===== src/rtl/pool_pkg.sv =====
// Shared types and sizing helpers for the streaming average-pool engine.
package pool_pkg;

  localparam int POOL_DATA_W = 16;

  typedef enum logic [1:0] {
    IDLE  = 2'd0,
    ACCUM = 2'd1,
    OUT   = 2'd2
  } pool_state_t;

  // Sum of WIN signed DATA_W-bit values needs log2(WIN) guard bits.
  function automatic int acc_width(input int data_w, input int win);
    return data_w + $clog2(win);
  endfunction

endpackage


===== src/rtl/pool_acc.sv =====
// Single-channel window accumulator with the averaging output register.
// Optional macro POOL_ROUND_EN selects round-half-up instead of floor.
module pool_acc
  import pool_pkg::*;
#(
  parameter int DATA_W = POOL_DATA_W,
  parameter int WIN    = 64
) (
  input  logic                     clk,
  input  logic                     rst,
  input  logic                     ld_i,
  input  logic                     add_i,
  input  logic                     fin_i,
  input  logic signed [DATA_W-1:0] din_i,
  output logic signed [DATA_W-1:0] dout_o
);

  localparam int CNT_W = $clog2(WIN);
  localparam int ACC_W = acc_width(DATA_W, WIN);

`ifdef POOL_ROUND_EN
  localparam int                    RND_I = 1 << (CNT_W - 1);
  localparam logic signed [ACC_W-1:0] RND = ACC_W'(RND_I);
`endif

  logic signed [ACC_W-1:0]  acc_q, acc_d;
  logic signed [ACC_W-1:0]  din_ext, sum;
  logic signed [DATA_W-1:0] dout_q, dout_d;

  // Divide by WIN; the result always fits DATA_W, so plain truncation is exact.
  function automatic logic signed [DATA_W-1:0] avg_round(input logic signed [ACC_W-1:0] total);
    logic signed [ACC_W-1:0] biased;
`ifdef POOL_ROUND_EN
    biased = total + RND;
`else
    biased = total;
`endif
    return DATA_W'(biased >>> CNT_W);
  endfunction

  assign din_ext = {{CNT_W{din_i[DATA_W-1]}}, din_i};
  assign sum     = acc_q + din_ext;

  always_comb begin
    acc_d  = acc_q;
    dout_d = dout_q;
    if (ld_i) begin
      acc_d = din_ext;
    end else if (add_i) begin
      acc_d = sum;
    end
    if (fin_i) begin
      dout_d = avg_round(sum);
    end
  end

  always_ff @(posedge clk or negedge rst) begin
    if (!rst) begin
      acc_q  <= '0;
      dout_q <= '0;
    end else begin
      acc_q  <= acc_d;
      dout_q <= dout_d;
    end
  end

  assign dout_o = dout_q;

endmodule


===== src/rtl/pool_array.sv =====
// Multi-channel streaming average-pool engine with valid/ready on both sides.
// Optional macro POOL_ROUND_EN (in pool_acc) rounds half up instead of flooring.
module pool_array
  import pool_pkg::*;
#(
  parameter int NUM_CH = 2,
  parameter int DATA_W = POOL_DATA_W,
  parameter int WIN    = 64
) (
  input  logic                     clk,
  input  logic                     rst,
  input  logic                     in_valid,
  output logic                     in_ready,
  input  logic signed [DATA_W-1:0] in_data  [0:NUM_CH-1],
  output logic                     out_valid,
  input  logic                     out_ready,
  output logic signed [DATA_W-1:0] out_data [0:NUM_CH-1],
  output logic                     busy
);

  localparam int               CNT_W    = $clog2(WIN);
  localparam logic [CNT_W-1:0] CNT_LAST = CNT_W'(WIN - 1);

  pool_state_t      state_q, state_d;
  logic [CNT_W-1:0] cnt_q, cnt_d;
  logic             in_ready_q;
  logic             accept, ld, add, fin;

  assign accept = in_valid && in_ready_q;

  always_comb begin
    state_d = state_q;
    cnt_d   = cnt_q;
    ld      = 1'b0;
    add     = 1'b0;
    fin     = 1'b0;
    case (state_q)
      IDLE: begin
        if (accept) begin
          ld      = 1'b1;
          cnt_d   = CNT_W'(1);
          state_d = ACCUM;
        end
      end
      ACCUM: begin
        if (accept) begin
          add   = 1'b1;
          cnt_d = cnt_q + CNT_W'(1);
          if (cnt_q == CNT_LAST) begin
            fin     = 1'b1;
            state_d = OUT;
          end
        end
      end
      OUT: begin
        if (out_ready) begin
          cnt_d   = '0;
          state_d = IDLE;
        end
      end
      default: state_d = IDLE;
    endcase
  end

  // in_ready is registered so it stays low until the first edge after reset release.
  always_ff @(posedge clk or negedge rst) begin
    if (!rst) begin
      state_q    <= IDLE;
      cnt_q      <= '0;
      in_ready_q <= 1'b0;
    end else begin
      state_q    <= state_d;
      cnt_q      <= cnt_d;
      in_ready_q <= (state_d != OUT);
    end
  end

  assign in_ready  = in_ready_q;
  assign out_valid = (state_q == OUT);
  assign busy      = (state_q != IDLE);

  for (genvar c = 0; c < NUM_CH; c++) begin : g_ch
    pool_acc #(
      .DATA_W(DATA_W),
      .WIN   (WIN)
    ) u_acc (
      .clk   (clk),
      .rst   (rst),
      .ld_i  (ld),
      .add_i (add),
      .fin_i (fin),
      .din_i (in_data[c]),
      .dout_o(out_data[c])
    );
  end

endmodule


===== config.mk =====
export PLATFORM = sky130hd
export DESIGN_NAME = pool_array
export DESIGN_NICKNAME = d
export VERILOG_FILES = /design/src/rtl/pool_pkg.sv /design/src/rtl/pool_acc.sv /design/src/rtl/pool_array.sv
export SDC_FILE = /design/constraint.sdc
export NUM_CORES = 1
export LEC_CHECK = 0
export BUFFER_PORTS_ARGS = -buffer_cell sky130_fd_sc_hd__buf_4
export CORE_MARGIN = 5
export CORE_UTILIZATION = 38
export CTS_BUF_LIST = sky130_fd_sc_hd__clkbuf_4 sky130_fd_sc_hd__clkbuf_8
export CTS_CLUSTER_DIAMETER = 50
export CTS_CLUSTER_SIZE = 30
export DETAILED_ROUTE_END_ITERATION = 16
export GPL_TIMING_DRIVEN = 1
export RECOVER_POWER = 100
export SLEW_MARGIN = 20
export SYNTH_ARGS = -nofsm -noshare
export SYNTH_HDL_FRONTEND = slang
export SYNTH_SLANG_ARGS = --single-unit

===== constraint.sdc =====
create_clock -name clk -period 5.1 [get_ports clk]
set_clock_uncertainty 0.1 [all_clocks]
set_input_delay 0 -clock clk [delete_from_list [all_inputs] [get_ports clk]]
set_output_delay 0 -clock clk [all_outputs]
set_load 0.02 [all_outputs]

Word level (Yosys, flattened, before mapping). Cells that the tools add are included.

$add $sub $neg: 3. Eq/ne operators: 7. Multiplexer cells: 19. Reductions and logical operators: 6.

Operators with widths (count): $mux W22 (4); $add A22 B16 Y22 (2); $mux W6 (3); $pmux W6 S3 (1); $mux W2 (4); $add A6 B1 Y6 const B (1); $eq A6 B6 Y1 const B (1); $mux W1 (6); $ne A2 B2 Y1 const B (3); $pmux W2 S3 (1); $reduce_and A4 Y1 (1); $reduce_bool A2 Y1 (2); $reduce_bool A3 Y1 (1); $eq A2 B1 Y1 const B (1); $eq A2 B2 Y1 const B (1); $logic_not A2 Y1 (1); $ne A2 B1 Y1 const B (1); $logic_and A1 B1 Y1 (1).

Word-level logic and storage cells: 42. Flip-flop bits (word level): 85.

Depth between registers and ports, before layout.
Word-level depth: 5. Gate-level depth with buffers: 11. Gate-level depth less buffers: 11.

Hierarchy. Synthesis repeated with hierarchy kept, for this count alone.

Cell total of the unflattened synthesis: 734. Area, all modules: 6515.0 um2.

Modules (own cells, without submodules): pool_acc at g_ch[0].u_acc (area an instance 3099.2 um2, cells an instance 356, instances 1, sequential area each 950.9 um2); pool_acc at g_ch[1].u_acc (area an instance 2852.7 um2, cells an instance 317, instances 1, sequential area each 950.9 um2); pool_array (area an instance 563.0 um2, cells an instance 61, instances 1, sequential area each 225.2 um2).

Least setup slack after synthesis. Ideal clock, no wire load.

Path type: register to register. Start: register g_ch[1].u_acc.acc_q[0]. End: register g_ch[1].u_acc.acc_q[20]. Slack: 2.569 ns. Library setup time: 0.126 ns. Stages on the path, launching flop included: 12. Arrival: 2.305 ns. Cells stage by stage: dfrtp_1 > ha_1 > inv_1 > fa_1 > nor2b_1 > o31a_1 > nor3_2 > o31ai_4 > a21boi_2 > o211ai_1 > xor2_1 > a221o_1.

Word-level cells in the longest chain between the ends: 3.

RTL lines: start: declaration (RTL line pool_acc.sv:26) `logic signed [ACC_W-1:0] acc_q, acc_d;`; start signal: assignment (RTL line pool_acc.sv:59) `acc_q <= '0;`; start signal: assignment (RTL line pool_acc.sv:62) `acc_q <= acc_d;`; $add A22 B16 Y22 (RTL line pool_acc.sv:42) `assign sum = acc_q + din_ext;`; $mux W22 (RTL line pool_acc.sv:49) `end else if (add_i) begin`; $mux W22 (RTL line pool_acc.sv:47) `if (ld_i) begin`.

No other way between the ends. The select of a mux whose other input is x is not followed. A chain may end at the register's enable or synchronous reset.

Worst setup path after layout.
Start: register state_q[0]. End: register g_ch[0].u_acc.acc_q[20].

Word-level cells in the longest chain between the ends: 3. Elaborated cells on any way between the ends: 6. Those cells by class: 1 x eq/ne; 3 x mux; 2 x reduce/logical.

RTL lines: start: declaration (RTL line pool_array.sv:24) `pool_state_t state_q, state_d;`; start signal: assignment (RTL line pool_array.sv:72) `state_q <= state_d;`; $eq A2 B1 Y1 / $logic_not A2 Y1 (equally long branches) (RTL line pool_array.sv:37) `case (state_q)`; $mux W1 (RTL line pool_array.sv:37); $reduce_bool A2 Y1 (no source line) / $mux W22 (equally long branches); end signal: assignment (RTL line pool_acc.sv:59); end signal: assignment (RTL line pool_acc.sv:62); end: declaration (RTL line pool_acc.sv:26).

Parallel ways exist; a longest one is shown, timed or not.

==> impl_results.md <==
- Status: finished with violations
- Violated checks: capacitance limit, slew limit
- Final Hold Fails: 0
- DR vias/cell: about 5.7
- Top FF cell, synth: dfrtp_1
- Remaining global-route overflow: 0
- Largest net degree at the start of global routing: between 50 and 60
- RSZ-0062 raised after global routing: false
- Ant diodes: 0
- Initial antenna violation count: 0
- CTS max path bufs: 2
- Final setup vio count: 0
- Leakage: 3.04 nW
- # Max-Cap Violations: 2
- Least-Margin Pin Slew: 2.46 ns
- First-pass GRT wire length: roughly 27000 um
- Min-Delay Path Class: in -> reg
- Vias: approximately 5300
- Number of synthesized flops with an enable pin: 0
- Antenna Nets Post-Route: 0
- Worst Slack Setup Final: 1.75 ns
- Dpl hpwl: about 12000 um
- CTS tree: done
- I/O pin total: 71
- Starting Density: 0.385
- Remaining DRCs: 0
- Area growth, synth to finish: 19.0%
- H-tree level count: 3
- Wire per inst: around 18 um
- Core area: 15100 um^2
- Cts bufs inserted: 9
- Synth warnings: 0
- Yosys cell types: between 60 and 70
- Initial DRC count: ~340
- Die width: ~130 um
- Total Wirelength: 16900 um
- Post-route minimum period: 3.35 ns
- Mapped Nets: 743
- Die height: approximately 130 um
- Startpoint Class: register
- Die area: 17900 um^2
- Clock slew at reported path FFs: 0.10 ns
- Number of global-route vias before repair: between 5000 and 6000
- Fmax achieved: between 0.2 and 0.3 GHz
- CP Class: reg -> reg
- Synth area leader: dfrtp_1
- Worst Setup End Kind: register
- First-pass DRT Iterations: 5
- CTS sink cnt: 85
- Crit-path max FO: 16
- Nets@finish: 834
- Std cell rows: 45
- Post-Syn Instances: 658
- Max-slew violations: 99
- Sequential fraction of the synthesis area: 0.366
- Worst skew pair latency: 0.38 ns
- Critical Path RT: between 5 and 6 ns
- Worst path arrival time: 3.51 ns
- Yosys reg bits: 85
- Rel. slew slack: -0.643
- Power Dens Cells: 570 nW/um^2
- Clock root buffer: clkbuf_8
- GRT Util Overall: 0.192
- Post-synth ARST share: 1.00
- RD Place Congestion: around 0.86
- Layout filler cell count: between 1000 and 1500
- Core Util, Final: 0.458
- Max VDD drop: 178 uV
- Post-route setup TNS: 0 ns
- Port Buffers: 70
- Syn_area_per_cell: ~9 um^2
- Fin crit share: 0.657
- Mapped cell area: 5810 um^2
- Share of layout cells above drive strength 1: 0.102
- Top cells by area, synth: dfrtp_1 37%, ha_1 10%, o21ai_0 5.9%
- Post-CTS resize count: 0
- DP Worst Slack: about 2.0 ns
- Top-area cell type share of the netlist area: 0.366
flip-flops by register name, indices dropped and copies added (netlist names):
name	count
g_ch.u_acc.dout_o	32
cnt_q	6
in_ready	1
g_ch.u_acc.acc_q	44
state_q	2
per-stage QoR:
step | hold slack (ns) | cell area, um^2 | power, W | instances
floorplan | -0.396 | 5810 | 0.00272 | 658
global placement | -0.0661 | 6480 | 0.00326 | 892
detailed placement | -0.0608 | 6480 | 0.00330 | 892
CTS | 0.0622 | 7090 | 0.00398 | 942
global route | 0.276 | 6910 | 0.00428 | 942
finish | 0.264 | 6910 | 0.00394 | 942
final cells by class:
type | instances | area (um^2) | area share
Sequential cell | 85 | 2130 | 0.308
Timing Repair Buffer | 110 | 762 | 0.110
Clock buffer | 9 | 124 | 0.0179
Multi-Input combinational cell | 527 | 3470 | 0.501
Clock inverter | 7 | 138 | 0.0199
Tap cell | 188 | 235 | 0.0340
Inverter | 16 | 60.1 | 0.00869
worst max-delay path, cell delays in order (launching register included):
cell      delay (ns)
dfrtp_1         0.41
inv_1           0.11
ha_1            0.53
inv_1           0.47
nor2_1          0.60
clkbuf_1        0.60
nand2_1         0.21
o21ai_0         0.13
a21oi_1         0.06
timing repair:
| action | CTS | global route |
|---|---|---|
| hold endpoints to repair | 77 | 0 |
| buffers inserted | 0 | 0 |
| hold buffers | 34 | 0 |
report_power, final:
part | internal (W) | leakage, nW | switching, W
Combinational | 0.000905 | 1.84 | 0.00138
Sequential | 0.000866 | 1.07 | 0.000137
Clock | 0.000373 | 0.129 | 0.000271
Total | 0.00215 | 3.04 | 0.00179
synthesized netlist by cell type, types with 13 or more instances:
library cell	number
nor3_1	14
nand2_1	76
dfrtp_1	85
xor2_1	19
o22ai_1	17
clkbuf_1	26
a21oi_1	54
ha_1	47
inv_1	16
nor2_1	35
a21o_1	18
o21ai_0	69
o21ai_1	17
nand3_1	13
xnor2_1	17
cells by family after synthesis:
logic type                 Yosys count  synth area share
adders and majority gates           49             0.108
DFF                                 85             0.366
muxes                                9            0.0172
and+or+nand+nor                    181             0.145
buffers and inverters               46            0.0325
xor gates and xnor gates            36            0.0543
AOI/OAI and AO/OA                  252             0.276
cell usage in the layout, fill, tap and decap left out, types with 16 or more instances in the layout:
cell,n
xor2_1,19
dlygate4sd3_1,34
inv_1,16
dfrtp_1,85
buf_4,36
nand2_1,76
ha_1,47
nor2_1,35
o21ai_0,79
xnor2_1,17
clkbuf_1,39
a21o_1,18
o22ai_1,17
a21oi_1,54
metal layers:
layer | share of wire | GRT usage | vias up
li1 | - | - | 2596
met1 | 0.47 | 0.257 | 2559
met2 | 0.46 | 0.301 | 142
met3 | 0.045 | 0.0404 | 39
met4 | 0.029 | 0.0800 | 0
met5 | 0 | 0 | -
worst paths after layout:
path / startpoint / to / slack, ns / cells past startpoint
worst max-delay path: state_q[0]$_DFF_PN0_ / g_ch[0].u_acc.acc_q[20]$_DFFE_PN0P_ / 1.75 / 8
worst min-delay path: in_valid / g_ch[1].u_acc.acc_q[16]$_DFFE_PN0P_ / 0.26 / 5
worst max register to register: state_q[0]$_DFF_PN0_ / g_ch[0].u_acc.acc_q[20]$_DFFE_PN0P_ / 1.75 / 8
worst min register to register: g_ch[1].u_acc.dout_o[6]$_DFFE_PN0P_ / g_ch[1].u_acc.dout_o[6]$_DFFE_PN0P_ / 0.39 / 2
max in group asynchronous: rst / g_ch[0].u_acc.acc_q[16]$_DFFE_PN0P_ / 1.82 / 3
min in group asynchronous: rst / g_ch[1].u_acc.dout_o[7]$_DFFE_PN0P_ / 0.82 / 2
Note: power is estimated with default switching activity, not from simulation.
